==> src/rtl/regfile_wb_ctrl_pkg.sv <==
// regfile_wb_ctrl_pkg: shared widths, write-enable levels and write-back source select for the register-file write port.
package regfile_wb_ctrl_pkg;

    localparam int REG_BUS       = 32;
    localparam int REG_NUM_LOG2  = 5;
    localparam int WB_FIFO_DEPTH = 4;

    localparam logic WRITE_ENABLE  = 1'b1;
    localparam logic WRITE_DISABLE = 1'b0;

    typedef enum logic [1:0] {
        SEL_NONE,
        SEL_ALU,
        SEL_FIFO
    } wb_sel_e;

endpackage

==> src/rtl/wb_result_fifo.sv <==
// wb_result_fifo: long-latency result queue with per-entry live bits, address squash and two CAM lookups.
module wb_result_fifo
    import regfile_wb_ctrl_pkg::*;
#(
    parameter int DATA_W = REG_BUS,
    parameter int ADDR_W = REG_NUM_LOG2,
    parameter int DEPTH  = WB_FIFO_DEPTH
) (
    input  logic              clk,
    input  logic              rst,
    input  logic              push,
    input  logic [ADDR_W-1:0] push_addr,
    input  logic [DATA_W-1:0] push_data,
    input  logic              pop,
    input  logic              squash_en,
    input  logic [ADDR_W-1:0] squash_addr,
    input  logic [ADDR_W-1:0] lookup1,
    input  logic [ADDR_W-1:0] lookup2,
    output logic              full,
    output logic              empty,
    output logic              head_live,
    output logic [ADDR_W-1:0] head_addr,
    output logic [DATA_W-1:0] head_data,
    output logic              hit1,
    output logic              hit2
);

    localparam int PW = $clog2(DEPTH);
    localparam int CW = PW + 1;

    logic [PW-1:0]     rd_q, rd_d, wr_q, wr_d;
    logic [CW-1:0]     cnt_q, cnt_d;
    logic [DEPTH-1:0]  live_q, live_d;
    logic [ADDR_W-1:0] addr_q [DEPTH];
    logic [ADDR_W-1:0] addr_d [DEPTH];
    logic [DATA_W-1:0] data_q [DEPTH];
    logic [DATA_W-1:0] data_d [DEPTH];

    assign full      = cnt_q == CW'(DEPTH);
    assign empty     = cnt_q == '0;
    assign head_live = live_q[rd_q];
    assign head_addr = addr_q[rd_q];
    assign head_data = data_q[rd_q];

    // A live bit is only ever set on a pushed, not-yet-popped entry, so live alone marks a pending write.
    always_comb begin
        rd_d   = pop ? rd_q + 1'b1 : rd_q;
        wr_d   = push ? wr_q + 1'b1 : wr_q;
        cnt_d  = cnt_q + CW'(push) - CW'(pop);
        live_d = live_q;
        addr_d = addr_q;
        data_d = data_q;
        for (int i = 0; i < DEPTH; i++)
            if (squash_en && addr_q[i] == squash_addr) live_d[i] = 1'b0;
        if (pop) live_d[rd_q] = 1'b0;
        if (push) begin
            live_d[wr_q] = 1'b1;
            addr_d[wr_q] = push_addr;
            data_d[wr_q] = push_data;
        end
    end

    always_comb begin
        hit1 = 1'b0;
        hit2 = 1'b0;
        for (int i = 0; i < DEPTH; i++) begin
            hit1 = hit1 | (live_q[i] & (addr_q[i] == lookup1));
            hit2 = hit2 | (live_q[i] & (addr_q[i] == lookup2));
        end
    end

    always_ff @(posedge clk) begin
        if (rst) begin
            rd_q   <= '0;
            wr_q   <= '0;
            cnt_q  <= '0;
            live_q <= '0;
        end else begin
            rd_q   <= rd_d;
            wr_q   <= wr_d;
            cnt_q  <= cnt_d;
            live_q <= live_d;
        end
    end

    always_ff @(posedge clk) begin
        addr_q <= addr_d;
        data_q <= data_d;
    end

endmodule

==> src/rtl/regfile_wb_ctrl.sv <==
// regfile_wb_ctrl: merges ALU (priority) and queued long-latency results onto the register-file write port.
module regfile_wb_ctrl
    import regfile_wb_ctrl_pkg::*;
#(
    parameter int DATA_W = REG_BUS,
    parameter int ADDR_W = REG_NUM_LOG2,
    parameter int DEPTH  = WB_FIFO_DEPTH
) (
    input  logic              clk,
    input  logic              rst,
    input  logic              alu_valid,
    input  logic [ADDR_W-1:0] alu_waddr,
    input  logic [DATA_W-1:0] alu_wdata,
    input  logic              lsu_valid,
    output logic              lsu_ready,
    input  logic [ADDR_W-1:0] lsu_waddr,
    input  logic [DATA_W-1:0] lsu_wdata,
    input  logic [ADDR_W-1:0] raddr1,
    input  logic [ADDR_W-1:0] raddr2,
    output logic              pend1,
    output logic              pend2,
    output logic              we,
    output logic [ADDR_W-1:0] waddr,
    output logic [DATA_W-1:0] wdata
);

    logic              alu_wr, push, pop, full, empty, head_live, hit1, hit2;
    logic [ADDR_W-1:0] head_addr;
    logic [DATA_W-1:0] head_data;
    logic              we_q, we_d;
    logic [ADDR_W-1:0] waddr_q, waddr_d;
    logic [DATA_W-1:0] wdata_q, wdata_d;
    wb_sel_e           sel;

    assign alu_wr    = alu_valid & (alu_waddr != '0);
    assign lsu_ready = !rst & !full;
    // A same-cycle LSU result to the ALU's target is older than the ALU write, so it is dropped at the door.
    assign push      = lsu_valid & lsu_ready & (lsu_waddr != '0) & !(alu_wr & (lsu_waddr == alu_waddr));
    assign pop       = sel == SEL_FIFO;
    assign pend1     = (raddr1 != '0) & hit1;
    assign pend2     = (raddr2 != '0) & hit2;
    assign we        = we_q;
    assign waddr     = waddr_q;
    assign wdata     = wdata_q;

    always_comb begin
        sel     = alu_wr ? SEL_ALU : !empty ? SEL_FIFO : SEL_NONE;
        we_d    = sel == SEL_ALU ? WRITE_ENABLE : sel == SEL_FIFO ? head_live : WRITE_DISABLE;
        waddr_d = sel == SEL_ALU ? alu_waddr : sel == SEL_FIFO ? head_addr : waddr_q;
        wdata_d = sel == SEL_ALU ? alu_wdata : sel == SEL_FIFO ? head_data : wdata_q;
    end

    always_ff @(posedge clk) begin
        if (rst) begin
            we_q    <= WRITE_DISABLE;
            waddr_q <= '0;
            wdata_q <= '0;
        end else begin
            we_q    <= we_d;
            waddr_q <= waddr_d;
            wdata_q <= wdata_d;
        end
    end

    wb_result_fifo #(
        .DATA_W(DATA_W),
        .ADDR_W(ADDR_W),
        .DEPTH (DEPTH)
    ) u_fifo (
        .clk        (clk),
        .rst        (rst),
        .push       (push),
        .push_addr  (lsu_waddr),
        .push_data  (lsu_wdata),
        .pop        (pop),
        .squash_en  (alu_wr),
        .squash_addr(alu_waddr),
        .lookup1    (raddr1),
        .lookup2    (raddr2),
        .full       (full),
        .empty      (empty),
        .head_live  (head_live),
        .head_addr  (head_addr),
        .head_data  (head_data),
        .hit1       (hit1),
        .hit2       (hit2)
    );

endmodule

==> config.mk <==
export PLATFORM = sky130hd
export DESIGN_NAME = regfile_wb_ctrl
export DESIGN_NICKNAME = d
export VERILOG_FILES = /design/src/rtl/regfile_wb_ctrl_pkg.sv /design/src/rtl/wb_result_fifo.sv /design/src/rtl/regfile_wb_ctrl.sv
export SDC_FILE = /design/constraint.sdc
export NUM_CORES = 1
export LEC_CHECK = 0
export ABC_AREA = 1
export BUFFER_PORTS_ARGS = -buffer_cell sky130_fd_sc_hd__clkbuf_2
export CAP_MARGIN = 30
export CORE_MARGIN = 10
export CORE_UTILIZATION = 57
export CTS_CLUSTER_SIZE = 28
export DETAILED_ROUTE_END_ITERATION = 6
export GPL_ROUTABILITY_DRIVEN = 1
export PLACE_DENSITY = 0.85
export SYNTH_ARGS = -nofsm -noshare
export SYNTH_HDL_FRONTEND = slang
export SYNTH_SLANG_ARGS = --single-unit
==> constraint.sdc <==
create_clock -name clk -period 2.75 [get_ports clk]
set_input_delay 0.55 -clock clk [delete_from_list [all_inputs] [get_ports clk]]
set_output_delay 0.55 -clock clk [all_outputs]
set_load 0.01 [all_outputs]
* After elaboration in Yosys (flattened, before gate mapping)
Index checks and enable logic that the tools add are counted.
Word-level totals: latch bits 0, output and inout port bits 41, bits in writable memories 0, register bits 197, bits of input ports 88, bits in read-only memories 0, memories 0
Cells by class: divide/modulo/power cells 0, $add $sub $neg 4, multiplexer cells 32, shift-type cells 0, bitwise operators 27, multiply operators 0, reduce and logical (&&, ||, !) cells 16, eq/ne operators 16, $lt $le $gt $ge 7
Operators with widths (count):
- 2-to-1 mux 32 bit | 5
- bitwise mux 128 bit | 1
- == test 5 bit | 13
- binary-select mux 32 bit (select 2 bit) | 1
- demux 32 bit (select 2 bit) | 1
- 2-to-1 mux 5 bit | 5
- bitwise mux 20 bit | 1
- nonzero test 5 bit | 4
- AND 1 bit | 16
- binary-select mux 5 bit (select 2 bit) | 1
- demux 5 bit (select 2 bit) | 1
- 2-to-1 mux 1 bit | 9
- 2-to-1 mux 4 bit | 2
- logical AND 1 bit | 7
- greater-or-equal comparator 3 bit, second input constant | 2
- < comparator 2 x 3 -> 1 bit, second input constant | 2
- NOT 2 -> 3 bit | 2
- OR 1 bit | 6
- adder 2 x 1 -> 2 bit, second input constant | 2
- AND 4 bit | 1
- demux 1 bit (select 2 bit) | 2
- greater-or-equal comparator 2 x 1 -> 1 bit, second input constant | 2
- 2-to-1 mux 2 bit | 2
- NOT 4 bit | 1
- 11 further kinds | 13

* Logic depth before layout (Yosys ltp)
Gate-level depths: netlist of run 1.
depth in word-level cells 9, depth in mapped cells 15

* Modules after synthesis
A second synthesis of run 1 with hierarchy kept.
Unflattened totals: cell total of the unflattened synthesis 1050, area total of the unflattened synthesis 9594.2 µm²
By module, submodules not included:
- wb_result_fifo | times used 1, cells an instance 668, area each 7071.8 µm²
- regfile_wb_ctrl | times used 1, cells an instance 382, area each 2522.4 µm²

* Worst setup path before layout of run 1
No wires, ideal clock.
path kind input to register, start input port alu_waddr[3], end register u_fifo.cnt_q[2], data required time 2.625 ns, path slack 0.241 ns, path buffers 2, arrival time 2.384 ns, stages on the path 15, cells stage by stage buf_4 nor2_4 nand3_2 nand2_2 buf_6 nand2_2 inv_2 ha_1 inv_1 ha_1 inv_1 fa_1 xor2_1 o21ai_0 a21oi_1
Between the ends: cells in the longest elaborated chain, start to end 7, elaborated cells between the ends (all ways) 10
Ends and longest elaborated chain:
- start, declared | RTL line regfile_wb_ctrl.sv:12 | input logic [ADDR_W-1:0] alu_waddr,
- nonzero test 5 bit | RTL line regfile_wb_ctrl.sv:35 | assign alu_wr = alu_valid & (alu_waddr != '0);
- AND 1 bit | RTL line regfile_wb_ctrl.sv:35
- AND 1 bit | RTL line regfile_wb_ctrl.sv:38 | assign push = lsu_valid & lsu_ready & (lsu_waddr != '0) & !(alu_wr & (lsu_waddr == alu_waddr));
- logical NOT 1 bit | RTL line regfile_wb_ctrl.sv:38
- AND 1 bit | RTL line regfile_wb_ctrl.sv:38
- adder 3 x 1 -> 3 bit | RTL line wb_result_fifo.sv:49 | cnt_d = cnt_q + CW'(push) - CW'(pop);
- subtractor 3 x 1 -> 3 bit * | RTL line wb_result_fifo.sv:49
- end signal, assigned | RTL line wb_result_fifo.sv:81 | cnt_q <= cnt_d;
- end, declared | RTL line wb_result_fifo.sv:32 | logic [CW-1:0] cnt_q, cnt_d;
Every way passes the cells marked *; elsewhere a longest branch is shown, timed or not. A chain may end at the register's enable or synchronous reset.

* Final worst setup path of run 1
start register u_fifo.addr_q[9] in the netlist's numbering, end output port pend2
Between the ends: cells in the longest elaborated chain, start to end 5
Ends and longest elaborated chain:
- start, declared | RTL line wb_result_fifo.sv:34 | logic [ADDR_W-1:0] addr_q [DEPTH];
- start signal, assigned | RTL line wb_result_fifo.sv:87 | addr_q <= addr_d;
- == test 5 bit | RTL line wb_result_fifo.sv:68 | hit2 = hit2 | (live_q[i] & (addr_q[i] == lookup2));
- AND 1 bit | RTL line wb_result_fifo.sv:68
- OR 1 bit (2 in series) | RTL line wb_result_fifo.sv:68
- AND 1 bit | RTL line regfile_wb_ctrl.sv:41 | assign pend2 = (raddr2 != '0) & hit2;
- end, declared | RTL line regfile_wb_ctrl.sv:21 | output logic pend2,
Every way passes these cells.

==> run metrics, run 1 <==
result of the run finished clean; category of the most critical setup path flop to primary output; Ys Warns 0; arithmetic-cell share of the synthesized area counting full adders, half adders and majority gates 1.65%; leading cell type in the layout, fill and taps excluded sky130_fd_sc_hd__edfxtp_1; clock skew after layout 0.00904 ns; overall via count from detail_route 6946; Post-CTS Setup Bufs 0; WP depth 8; fraction of final layout cells with drive strength greater than 1 20.1%; flop and latch count out of synthesis 197; first-pass GRT wire length 35100 um; Highest Clock Rate 0.430 GHz; largest fanout on the critical path 4; Total Wirelength 22700 um; register area share after synthesis 61.8%; initial cell density of the core 57.9%; count of input and output buffers 128; CTS H-tree lvls 4; buffers from clock root to sink, at most 2; # placed instances 1151; root cell of the clock tree sky130_fd_sc_hd__clkbuf_16; terminus of the critical flop-to-flop path u_fifo.cnt_q[2]$_SDFF_PP0_; Setup Total Neg Slack 0 ns; Finish-stage setup viols 0; MaxCap Viol Count 0; slowest cell on the critical path sky130_fd_sc_hd__edfxtp_1; area taken by multi-input logic gates 2860 sq um; overall die height 144 um; predominant post-synthesis flop cell sky130_fd_sc_hd__edfxtp_1; number of cells on the worst hold path 1; core box area 15100 sq um; worst vdd rail ir drop 0.000454 V; XOR/XNOR Fraction of Synth Area 3.19%; buffering stage count on the worst path with inverters included 2; source of the critical timing path u_fifo.addr_q[9]$_DFFE_PP_; filler cell count in the final layout 1099; initial antenna violation count 1; netlist area before placement 8770 sq um; compound-gate portion of the synthesized area 15.9%; overall fraction of global-route tracks in use 21.9%; total congestion overflow after global routing 0; average vias per placed instance 5.87; Worst R2R Setup Slack 0.47 ns; share of flip-flops with an asynchronous set or reset 0%; relative area change from synthesis to final layout 15.8%; violation count after the first detailed-routing iteration 774; Die Footprint 20800 sq um; startpoint type of the worst setup path flop; HPWL Detailed 15100 um; Die Span X 144 um; fin. max-slew vios 0; final worst setup slack 0.423 ns; relative max-transition margin 53.4%; Post-Place Worst Slack 0.192 ns; final antenna-violating net count 0; number of nets at the end of the flow 1081; row cnt 45; commonest cells after routing, fill and taps aside sky130_fd_sc_hd__edfxtp_1, sky130_fd_sc_hd__o21ai_0, sky130_fd_sc_hd__nor2_1, sky130_fd_sc_hd__clkbuf_2, sky130_fd_sc_hd__nand2_1; fraction of synthesized area in multiplexers 0%; DRC violation count after routing 0; Resized Gates After CTS 0; Leak Pwr 0.00399 uW; most numerous cell on the critical path sky130_fd_sc_hd__nor2_1; setup repair after global routing missed its margin no; Hold Path Class input pin to flop; Inserted Clock Buffers 17; pin count of the biggest net entering global routing 59; hold buffer count at CTS 0; slowest cell delay on critical path 0.48 ns; Ant. Diodes 0; actual slew at the worst max-slew pin 0.698 ns; source of the worst register-to-register timing path u_fifo.cnt_q[2]$_SDFF_PP0_; Period minus WS final 2.33 ns; CTS sink count 197; Post-synth EDFFs 148; Cells after Synth 860; dominant delay contributor by cell family on the critical path flip-flops; pwr/cell area 816 nW/um^2; post-synth cell types 30; count of boundary I/O pins 129; ordered list of cells on the worst path inv_1 -> o22ai_1 -> nor2_1 -> nand3_1 -> nand2_1 -> nor2_1 -> nor2_1 -> clkbuf_2; Final Hold Vio Count 0; vias in the first global route 6847; combinational family with the most area after synthesis compound AO/OA/AOI/OAI gates; Routed WL per cell 19.2 um; CP required 2.20 ns; arrival time at the worst endpoint 1.78 ns; clock tree from TritonCTS done; Final Wtd Congestion 0.979; final cell area excluding filler cells 10200 sq um; share of synthesized cell area in and, or, nand and nor gates 11.9%; sequential cell area in the final layout 5430 sq um; synthesized area per cell 10.2 sq um; Clk pin slew, worst setup/hold paths 0.07 ns; net count after synthesis 959; Detailed Routing Iterations Pass 1 6; Worst-Skew Late Latency 0.43 ns; cells on worst reg2reg path 12; CP endpoint kind primary output; post-route fraction of the period consumed by the critical path 84.6%; placed cell areas 9580 sq um; post-route non-filler standard cell count 1183; end of the critical path pend2
## cell families after synthesis
kind of cell             count (synthesis)
AND/OR/NAND/NOR                        255
AO/OA/AOI/OAI                          261
flip-flops                             197
buffers and inverters                  104
adder cells (fa/ha/maj)                 11
XOR/XNOR                                32
## registers in the layout, indices dropped and copies added, names as in the netlist
name and count:
u_fifo.data_q 128, wdata 32, u_fifo.addr_q 20, waddr 5, u_fifo.live_q 4, u_fifo.cnt_q 3, u_fifo.rd_q 2, u_fifo.wr_q 2
we 1
## area by class of cell
type | count | area share, %
clock inverter | 15 | 1.47
inverter | 54 | 2.02
clock buffer | 17 | 4.19
sequential | 197 | 53.4
timing repair buffer | 153 | 8.40
multi-input combinational | 559 | 28.2
tap | 188 | 2.32
## layer usage
metal  wire length (um)  share of wire, %  vias up  global-route usage [%]
met5                  7             0.031        -                       0
met4               1060               4.7        2                    11.6
met3               1900               8.4       78                    4.99
met2              11500                51      358                    36.9
met1               8250                36     3252                    25.5
li1                   -                 -     3256                       -
## metrics by stage
step / utilization, % / hold slack (ns) / power [uW]
after CTS: 67.0 / 0.326 / 8290
after global routing: 67.0 / 0.330 / 8700
final: 67.0 / 0.339 / 8290
after floorplan: - / 0.476 / 5160
after global placement: 63.3 / 0.504 / 5810
after detailed placement: 63.3 / 0.525 / 5910
## power by group
group          switching (uW)  leakage (uW)  internal [uW]
Combinational            1480       0.00197            745
Clock                    1110      0.000269           1270
Sequential                167       0.00175           3510
## worst min-delay path by stage
stage / start / end / slack, ns
2_1_floorplan: u_fifo.live_q[2]$_SDFF_PP0_ / u_fifo.live_q[2]$_SDFF_PP0_ / 0.48
3_3_place_gp: u_fifo.cnt_q[2]$_SDFF_PP0_ / u_fifo.cnt_q[2]$_SDFF_PP0_ / 0.50
3_5_place_dp: wdata[28]$_SDFFE_PP0P_ / wdata[28]$_SDFFE_PP0P_ / 0.53
4_1_cts: lsu_wdata[1] / u_fifo.data_q[1]$_DFFE_PP_ / 0.33
5_1_grt: lsu_wdata[31] / u_fifo.data_q[127]$_DFFE_PP_ / 0.33
6_report: lsu_wdata[1] / u_fifo.data_q[1]$_DFFE_PP_ / 0.34
## synth_stat cells, types with 3 or more instances
cell	count	share of area [%]
sky130_fd_sc_hd__edfxtp_1	148	51
sky130_fd_sc_hd__o21ai_0	144	8.2
sky130_fd_sc_hd__nor2_1	135	5.8
sky130_fd_sc_hd__nand2_1	83	3.6
sky130_fd_sc_hd__a21oi_1	49	2.8
sky130_fd_sc_hd__dfxtp_1	49	11
sky130_fd_sc_hd__inv_1	49	2.1
sky130_fd_sc_hd__nand3_1	26	1.5
sky130_fd_sc_hd__o22ai_1	26	1.9
sky130_fd_sc_hd__clkbuf_1	21	0.90
sky130_fd_sc_hd__xnor2_1	17	1.7
sky130_fd_sc_hd__a31oi_1	15	1.1
sky130_fd_sc_hd__buf_2	15	0.86
sky130_fd_sc_hd__xor2_1	15	1.5
sky130_fd_sc_hd__o21ai_1	14	0.80
sky130_fd_sc_hd__o211ai_1	12	1.0
sky130_fd_sc_hd__ha_1	10	1.4
sky130_fd_sc_hd__buf_4	8	0.68
sky130_fd_sc_hd__buf_6	6	0.77
sky130_fd_sc_hd__inv_2	4	0.17
sky130_fd_sc_hd__nand2_2	3	0.21
sky130_fd_sc_hd__nor3_1	3	0.17
Power figures use the tool's default switching activity.
==> run 2: changes to the inputs <==
--- a/config.mk
+++ b/config.mk
@@ -5,15 +5,15 @@
 export SDC_FILE = /design/constraint.sdc
 export NUM_CORES = 1
 export LEC_CHECK = 0
-export ABC_AREA = 1
+export ABC_AREA = 0
 export BUFFER_PORTS_ARGS = -buffer_cell sky130_fd_sc_hd__clkbuf_2
 export CAP_MARGIN = 30
 export CORE_MARGIN = 10
-export CORE_UTILIZATION = 57
+export CORE_UTILIZATION = 51
 export CTS_CLUSTER_SIZE = 28
 export DETAILED_ROUTE_END_ITERATION = 6
 export GPL_ROUTABILITY_DRIVEN = 1
-export PLACE_DENSITY = 0.85
+export PLACE_DENSITY = 0.8
 export SYNTH_ARGS = -nofsm -noshare
 export SYNTH_HDL_FRONTEND = slang
 export SYNTH_SLANG_ARGS = --single-unit
==> constraint.sdc (replaced) <==
create_clock -name clk -period 2.1 [get_ports clk]
set_input_delay 0.42 -clock clk [delete_from_list [all_inputs] [get_ports clk]]
set_output_delay 0.42 -clock clk [all_outputs]
set_load 0.01 [all_outputs]
==> run metrics, run 2 <==
filler cell count in the final layout 1217; setup repair after global routing missed its margin yes; Ys Warns 0; result of the run finished, violations left; number of flip-flops under the largest register name 128; synthesized area per cell 14.7 sq um; ordered list of cells on the worst path xor2_1 -> nor4_1 -> nand3_1 -> nand4_1 -> o21a_1 -> clkbuf_2; overall via count from detail_route 5641; fin. max-slew vios 0; dominant delay contributor by cell family on the critical path simple AND/OR/NAND/NOR gates; actual slew at the worst max-slew pin 0.661 ns; Die Span X 150 um; switching share of total power 31.7%; CTS sink count 197; Layout Utilization 64.0%; clock network power share 27.7%; vias in the first global route 6058; slowest cell on the critical path sky130_fd_sc_hd__edfxtp_1; cell with the most instances after synthesis sky130_fd_sc_hd__edfxtp_1; slowest cell delay on critical path 0.50 ns; Worst-Skew Late Latency 0.43 ns; proportion of power drawn by flip-flops and latches 43.8%; Clk pin slew, worst setup/hold paths 0.07 ns; initial antenna violation count 1; worst vdd rail ir drop 0.000678 V; Routed WL per cell 22.0 um; Setup Total Neg Slack -0.440 ns; top cells by count, synth sky130_fd_sc_hd__edfxtp_1, sky130_fd_sc_hd__a21oi_2, sky130_fd_sc_hd__dfxtp_1; cells on worst reg2reg path 8; switching pwr 3450 uW; Worst R2R Setup Slack 0.08 ns; CP endpoint kind primary output; post-synth cell types 38; flop and latch count out of synthesis 197; first-pass GRT wire length 33600 um; Post-synth EDFFs 148; commonest cells after routing, fill and taps aside sky130_fd_sc_hd__edfxtp_1, sky130_fd_sc_hd__clkbuf_2, sky130_fd_sc_hd__buf_4, sky130_fd_sc_hd__a21oi_2, sky130_fd_sc_hd__dfxtp_1; share of flip-flops with an asynchronous set or reset 0%; post-route fraction of the period consumed by the critical path 112%; total congestion overflow after global routing 0; clock skew after layout 0.00968 ns; Cells after Synth 588; share of Yosys cell area claimed by the top area cell type 51.3%; hold wc startpoint lsu_wdata[10]; clock tree from TritonCTS done; core box area 16600 sq um; Final Wtd Congestion 0.886; category of the most critical setup path flop to primary output; startpoint type of the worst setup path flop; Detailed Routing Iterations Pass 1 5; sequential cell area in the final layout 5430 sq um; root cell of the clock tree sky130_fd_sc_hd__clkbuf_16; final cell area excluding filler cells 10600 sq um; placed cell areas 9880 sq um; number of cells on the worst hold path 1; Post-Place Worst Slack -0.491 ns; fraction of final layout cells with drive strength greater than 1 43.4%; MaxCap Viol Count 0; netlist area before placement 8660 sq um; Leak Pwr 0.00384 uW; Hold Path Class input pin to flop; Die Footprint 22600 sq um; register area share after synthesis 62.7%; net count after synthesis 687; overall die height 150 um; area taken by multi-input logic gates 3050 sq um; internal power 7430 uW; Inserted Clock Buffers 17; Final Hold Vio Count 0; initial cell density of the core 52.2%; HPWL Detailed 15700 um; Period minus WS final 2.35 ns; Finish-stage setup viols 2; buffers from clock root to sink, at most 2; overall fraction of global-route tracks in use 19.4%; failing checks setup timing; pwr/cell area 1030 nW/um^2; relative area change from synthesis to final layout 22.5%; biggest area consumer among synthesized cells sky130_fd_sc_hd__edfxtp_1; final worst setup slack -0.250 ns; CTS H-tree lvls 4; predominant post-synthesis flop cell sky130_fd_sc_hd__edfxtp_1; source of the worst register-to-register timing path u_fifo.cnt_q[1]$_SDFF_PP0_; logic gate share of total power 28.5%; CP required 1.68 ns; arrival time at the worst endpoint 1.93 ns; main area contributors after synthesis sky130_fd_sc_hd__edfxtp_1, sky130_fd_sc_hd__dfxtp_1, sky130_fd_sc_hd__mux4_2, sky130_fd_sc_hd__a21oi_2, sky130_fd_sc_hd__xor2_1; hold endpoint u_fifo.data_q[42]$_DFFE_PP_; terminus of the critical flop-to-flop path u_fifo.cnt_q[1]$_SDFF_PP0_; row cnt 47; Total Wirelength 21800 um; Highest Clock Rate 0.425 GHz; buffering stage count on the worst path with inverters included 1; average vias per placed instance 5.70; relative max-transition margin 55.9%; largest fanout on the critical path 4; final antenna-violating net count 0; violation count after the first detailed-routing iteration 419; DRC violation count after routing 0; pin count of the biggest net entering global routing 38; number of nets at the end of the flow 854; leading cell type in the layout, fill and taps excluded sky130_fd_sc_hd__edfxtp_1; count of input and output buffers 128; count of boundary I/O pins 129; Reg with most FFs u_fifo.data_q
[run 2: cell count changes after synthesis, moves of 11 or more]
| cell | previous run | this run |
|---|---|---|
| sky130_fd_sc_hd__a21oi_1 | 49 | 31 |
| sky130_fd_sc_hd__a21oi_2 | 1 | 50 |
| sky130_fd_sc_hd__a31oi_1 | 15 | 0 |
| sky130_fd_sc_hd__inv_1 | 49 | 8 |
| sky130_fd_sc_hd__mux4_2 | 0 | 38 |
| sky130_fd_sc_hd__nand2_1 | 83 | 40 |
| sky130_fd_sc_hd__nand3_1 | 26 | 15 |
| sky130_fd_sc_hd__nor2_1 | 135 | 10 |
| sky130_fd_sc_hd__nor4_1 | 0 | 12 |
| sky130_fd_sc_hd__o211ai_1 | 12 | 0 |
| sky130_fd_sc_hd__o21ai_0 | 144 | 14 |
| sky130_fd_sc_hd__o22ai_1 | 26 | 0 |
| sky130_fd_sc_hd__xor2_1 | 15 | 44 |
[run 2: worst max path at each step]
stage / from / end / slack, ns / cells past startpoint
after floorplan: alu_waddr[2] / u_fifo.cnt_q[1]$_SDFF_PP0_ / -0.43 / 10
after global placement: alu_waddr[2] / u_fifo.data_q[41]$_DFFE_PP_ / -0.43 / 7
after detailed placement: alu_waddr[2] / u_fifo.cnt_q[1]$_SDFF_PP0_ / -0.49 / 9
after CTS: u_fifo.addr_q[6]$_DFFE_PP_ / pend2 / -0.24 / 6
after global routing: u_fifo.addr_q[6]$_DFFE_PP_ / pend2 / -0.29 / 6
final: u_fifo.addr_q[1]$_DFFE_PP_ / pend2 / -0.25 / 6
[run 2: area by class of cell]
cell class / instances / area share, %
antenna: 1 / 0.0236
timing repair buffer: 192 / 12.0
inverter: 8 / 0.283
sequential: 197 / 51.2
clock buffer: 20 / 4.12
tap: 220 / 2.59
multi-input combinational: 339 / 28.7
clock inverter: 12 / 1.12
[run 2: logic make-up (layout without fill, tap and decap cells)]
family	after synthesis	in the layout	synth area share [%]
DFF	197	197	62.7
AOI/OAI and AO/OA	127	127	10.1
and+or+nand+nor	95	95	5.56
xor gates and xnor gates	68	68	6.88
buffers and inverters	52	232	3.24
muxes	38	38	9.88
adders and majority gates	11	11	1.68
other	0	1	0
[run 2: metal layers]
layer	wire length (um)	vias up	GRT usage, %
met5	0	-	0
met4	552	0	7.97
met2	11000	251	32.1
met3	1560	39	4.02
li1	-	2552	-
met1	8700	2799	24.4
[run 2: power by group through the flow]
| stage | sequential (uW) | clock [uW] | combinational [uW] |
|---|---|---|---|
| 4_1_cts | 4770 | 3060 | 3100 |
| 3_3_place_gp | 4830 | 0 | 2960 |
| 3_5_place_dp | 4850 | 0 | 3050 |
| 5_1_grt | 4800 | 3190 | 3380 |
| 6_report | 4770 | 3010 | 3100 |
| 2_1_floorplan | 4830 | 0 | 2050 |
[run 2: per-stage QoR]
stage / cells / hold slack [ns] / total power, uW
finish: 989 / 0.209 / 10900
global route: 989 / 0.199 / 11400
CTS: 979 / 0.190 / 10900
detailed placement: 939 / 0.522 / 7900
global placement: 939 / 0.515 / 7790
floorplan: 588 / 0.492 / 6890
[run 2: what timing repair did]
| item | 4_1_cts | 5_1_grt |
|---|---|---|
| gates cloned | 0 | 0 |
| pin swaps | 7 | 8 |
| buffers inserted | 8 | 9 |
| endpoints found under the setup margin | 4 | 152 |
| hold buffers | 0 | 0 |
| resized for setup | 3 | 5 |
==> run 3: changes to the inputs <==
--- a/config.mk
+++ b/config.mk
@@ -5,15 +5,15 @@
 export SDC_FILE = /design/constraint.sdc
 export NUM_CORES = 1
 export LEC_CHECK = 0
-export ABC_AREA = 0
+export ABC_AREA = 1
 export BUFFER_PORTS_ARGS = -buffer_cell sky130_fd_sc_hd__clkbuf_2
 export CAP_MARGIN = 30
 export CORE_MARGIN = 10
-export CORE_UTILIZATION = 51
+export CORE_UTILIZATION = 52
 export CTS_CLUSTER_SIZE = 28
 export DETAILED_ROUTE_END_ITERATION = 6
 export GPL_ROUTABILITY_DRIVEN = 1
-export PLACE_DENSITY = 0.8
+export PLACE_DENSITY = 0.82
 export SYNTH_ARGS = -nofsm -noshare
 export SYNTH_HDL_FRONTEND = slang
 export SYNTH_SLANG_ARGS = --single-unit
==> constraint.sdc (replaced) <==
create_clock -name clk -period 2.1 [get_ports clk]
set_input_delay 0.525 -clock clk [delete_from_list [all_inputs] [get_ports clk]]
set_output_delay 0.525 -clock clk [all_outputs]
set_load 0.01 [all_outputs]
==> run metrics, run 3 (synthesized netlist as in run 1, its figures left out) <==
average vias per placed instance 5.59; Leak Pwr 0.00421 uW; Period minus WS final 2.22 ns; pin count of the biggest net entering global routing 77; fraction of final layout cells with drive strength greater than 1 25.6%; number of nets at the end of the flow 1126; Clk pin slew, worst setup/hold paths 0.07 ns; overall via count from detail_route 7048; total congestion overflow after global routing 0; buffers from clock root to sink, at most 2; worst-case hold slack 0.303 ns; overall die height 150 um; Total Wirelength 23200 um; CP required 1.57 ns; switching share of total power 33.1%; post-route fraction of the period consumed by the critical path 106%; number of flip-flops under the largest register name 128; DRC violation count after routing 0; core box area 16600 sq um; fin. max-slew vios 0; Hold Path Class input pin to flop; violation count after the first detailed-routing iteration 676; startpoint type of the worst setup path flop; pwr/cell area 1040 nW/um^2; relative area change from synthesis to final layout 21.8%; count of input and output buffers 128; initial antenna violation count 1; proportion of power drawn by flip-flops and latches 43.1%; failing checks setup timing; final antenna-violating net count 0; Finish-stage setup viols 2; Post-Place Worst Slack -0.289 ns; final worst setup slack -0.125 ns; final cell area excluding filler cells 10700 sq um; Ant. Diodes 0; overall fraction of global-route tracks in use 20.0%; most numerous cell on the critical path sky130_fd_sc_hd__nor2_1; result of the run finished, violations left; Inserted Clock Buffers 17; switching pwr 3690 uW; MaxCap Viol Count 0; ordered list of cells on the worst path buf_6 -> o22ai_1 -> nor2_1 -> nand3_1 -> nand2_1 -> nor2_1 -> nor2_1 -> buf_2; count of boundary I/O pins 129; Detailed Routing Iterations Pass 1 5; initial cell density of the core 52.9%; internal power 7460 uW; relative max-transition margin 58.6%; HPWL Detailed 15200 um; first-pass GRT wire length 35100 um; vias in the first global route 6696; row cnt 47; slowest cell delay on critical path 0.47 ns; Die Span X 150 um; largest fanout on the critical path 3; Highest Clock Rate 0.449 GHz; CP endpoint kind primary output; root cell of the clock tree sky130_fd_sc_hd__clkbuf_16; worst vdd rail ir drop 0.000972 V; commonest cells after routing, fill and taps aside sky130_fd_sc_hd__edfxtp_1, sky130_fd_sc_hd__o21ai_0, sky130_fd_sc_hd__nor2_1, sky130_fd_sc_hd__clkbuf_2, sky130_fd_sc_hd__nand2_1; leading cell type in the layout, fill and taps excluded sky130_fd_sc_hd__edfxtp_1; arrival time at the worst endpoint 1.70 ns; Worst-Skew Late Latency 0.44 ns; Die Footprint 22500 sq um; clock network power share 27.5%; filler cell count in the final layout 1309; clock tree from TritonCTS done; setup repair after global routing missed its margin yes; Reg with most FFs u_fifo.data_q; Routed WL per cell 18.4 um; Final Hold Vio Count 0; hold buffer count at CTS 0; actual slew at the worst max-slew pin 0.622 ns; category of the most critical setup path flop to primary output; logic gate share of total power 29.4%; CTS H-tree lvls 4; CTS sink count 197; clock skew after layout 0.00881 ns; slowest cell on the critical path sky130_fd_sc_hd__edfxtp_1; placed cell areas 9890 sq um; Final Wtd Congestion 0.944
-- run 3: worst paths after layout --
kind                               startpoint                          end  slack (ns)  cells past startpoint
setup / recovery  u_fifo.addr_q[13]$_DFFE_PP_                        pend2       -0.12                      8
hold / removal                   lsu_wdata[6]  u_fifo.data_q[38]$_DFFE_PP_        0.30                      1
setup reg to reg   u_fifo.cnt_q[0]$_SDFF_PP0_   u_fifo.cnt_q[2]$_SDFF_PP0_        0.11                     12
hold reg to reg    u_fifo.cnt_q[2]$_SDFF_PP0_   u_fifo.cnt_q[2]$_SDFF_PP0_        0.53                      1
-- run 3: metrics by stage --
stage,setup TNS [ns],power (uW),util (%),instances
3_3_place_gp,-22.65,7870,59.7,1201
3_5_place_dp,-23.46,7990,59.7,1201
6_report,-0.230,11200,64.4,1260
4_1_cts,-0.163,11100,63.9,1252
5_1_grt,-0.355,11700,64.4,1260
2_1_floorplan,-19.98,6860,-,860
-- run 3: what timing repair did --
| action | CTS | global route |
|---|---|---|
| pin swaps | 6 | 10 |
| buffers inserted | 19 | 8 |
| setup endpoints to repair | 2 | 3 |
| resized for setup | 7 | 10 |
-- run 3: layer usage --
| layer | part of all wire [%] | routed length (um) | vias to the layer above | global-route usage (%) |
|---|---|---|---|---|
| li1 | - | - | 3348 | - |
| met1 | 38 | 8920 | 3328 | 23.7 |
| met2 | 51 | 11800 | 317 | 34.1 |
| met3 | 8.5 | 1980 | 55 | 5.50 |
| met4 | 2.1 | 495 | 0 | 7.05 |
| met5 | 0 | 0 | - | 0 |
-- run 3: area by class of cell --
cell class	instances	area, sq um	share of cell area (%)
Clock buffer	19	433	4.05
Clock inverter	13	119	1.11
Inverter	54	225	2.11
Multi-Input combinational cell	559	2940	27.5
Sequential cell	197	5430	50.8
Tap cell	220	275	2.58
Timing Repair Buffer	198	1260	11.8
-- run 3: power by group through the flow --
stage / registers [uW] / clock network (uW) / logic [uW]
floorplan: 4950 / 0 / 1910
global placement: 4880 / 0 / 2990
detailed placement: 4880 / 0 / 3110
CTS: 4800 / 3090 / 3170
global route: 4840 / 3240 / 3600
finish: 4810 / 3070 / 3270
-- run 3: critical path, delay by kind of cell (launching register included) --
kind	cells	cell delay, ns
and+or+nand+nor	5	0.34
DFF	1	0.47
AOI/OAI and AO/OA	1	0.15
buffers and inverters	2	0.30
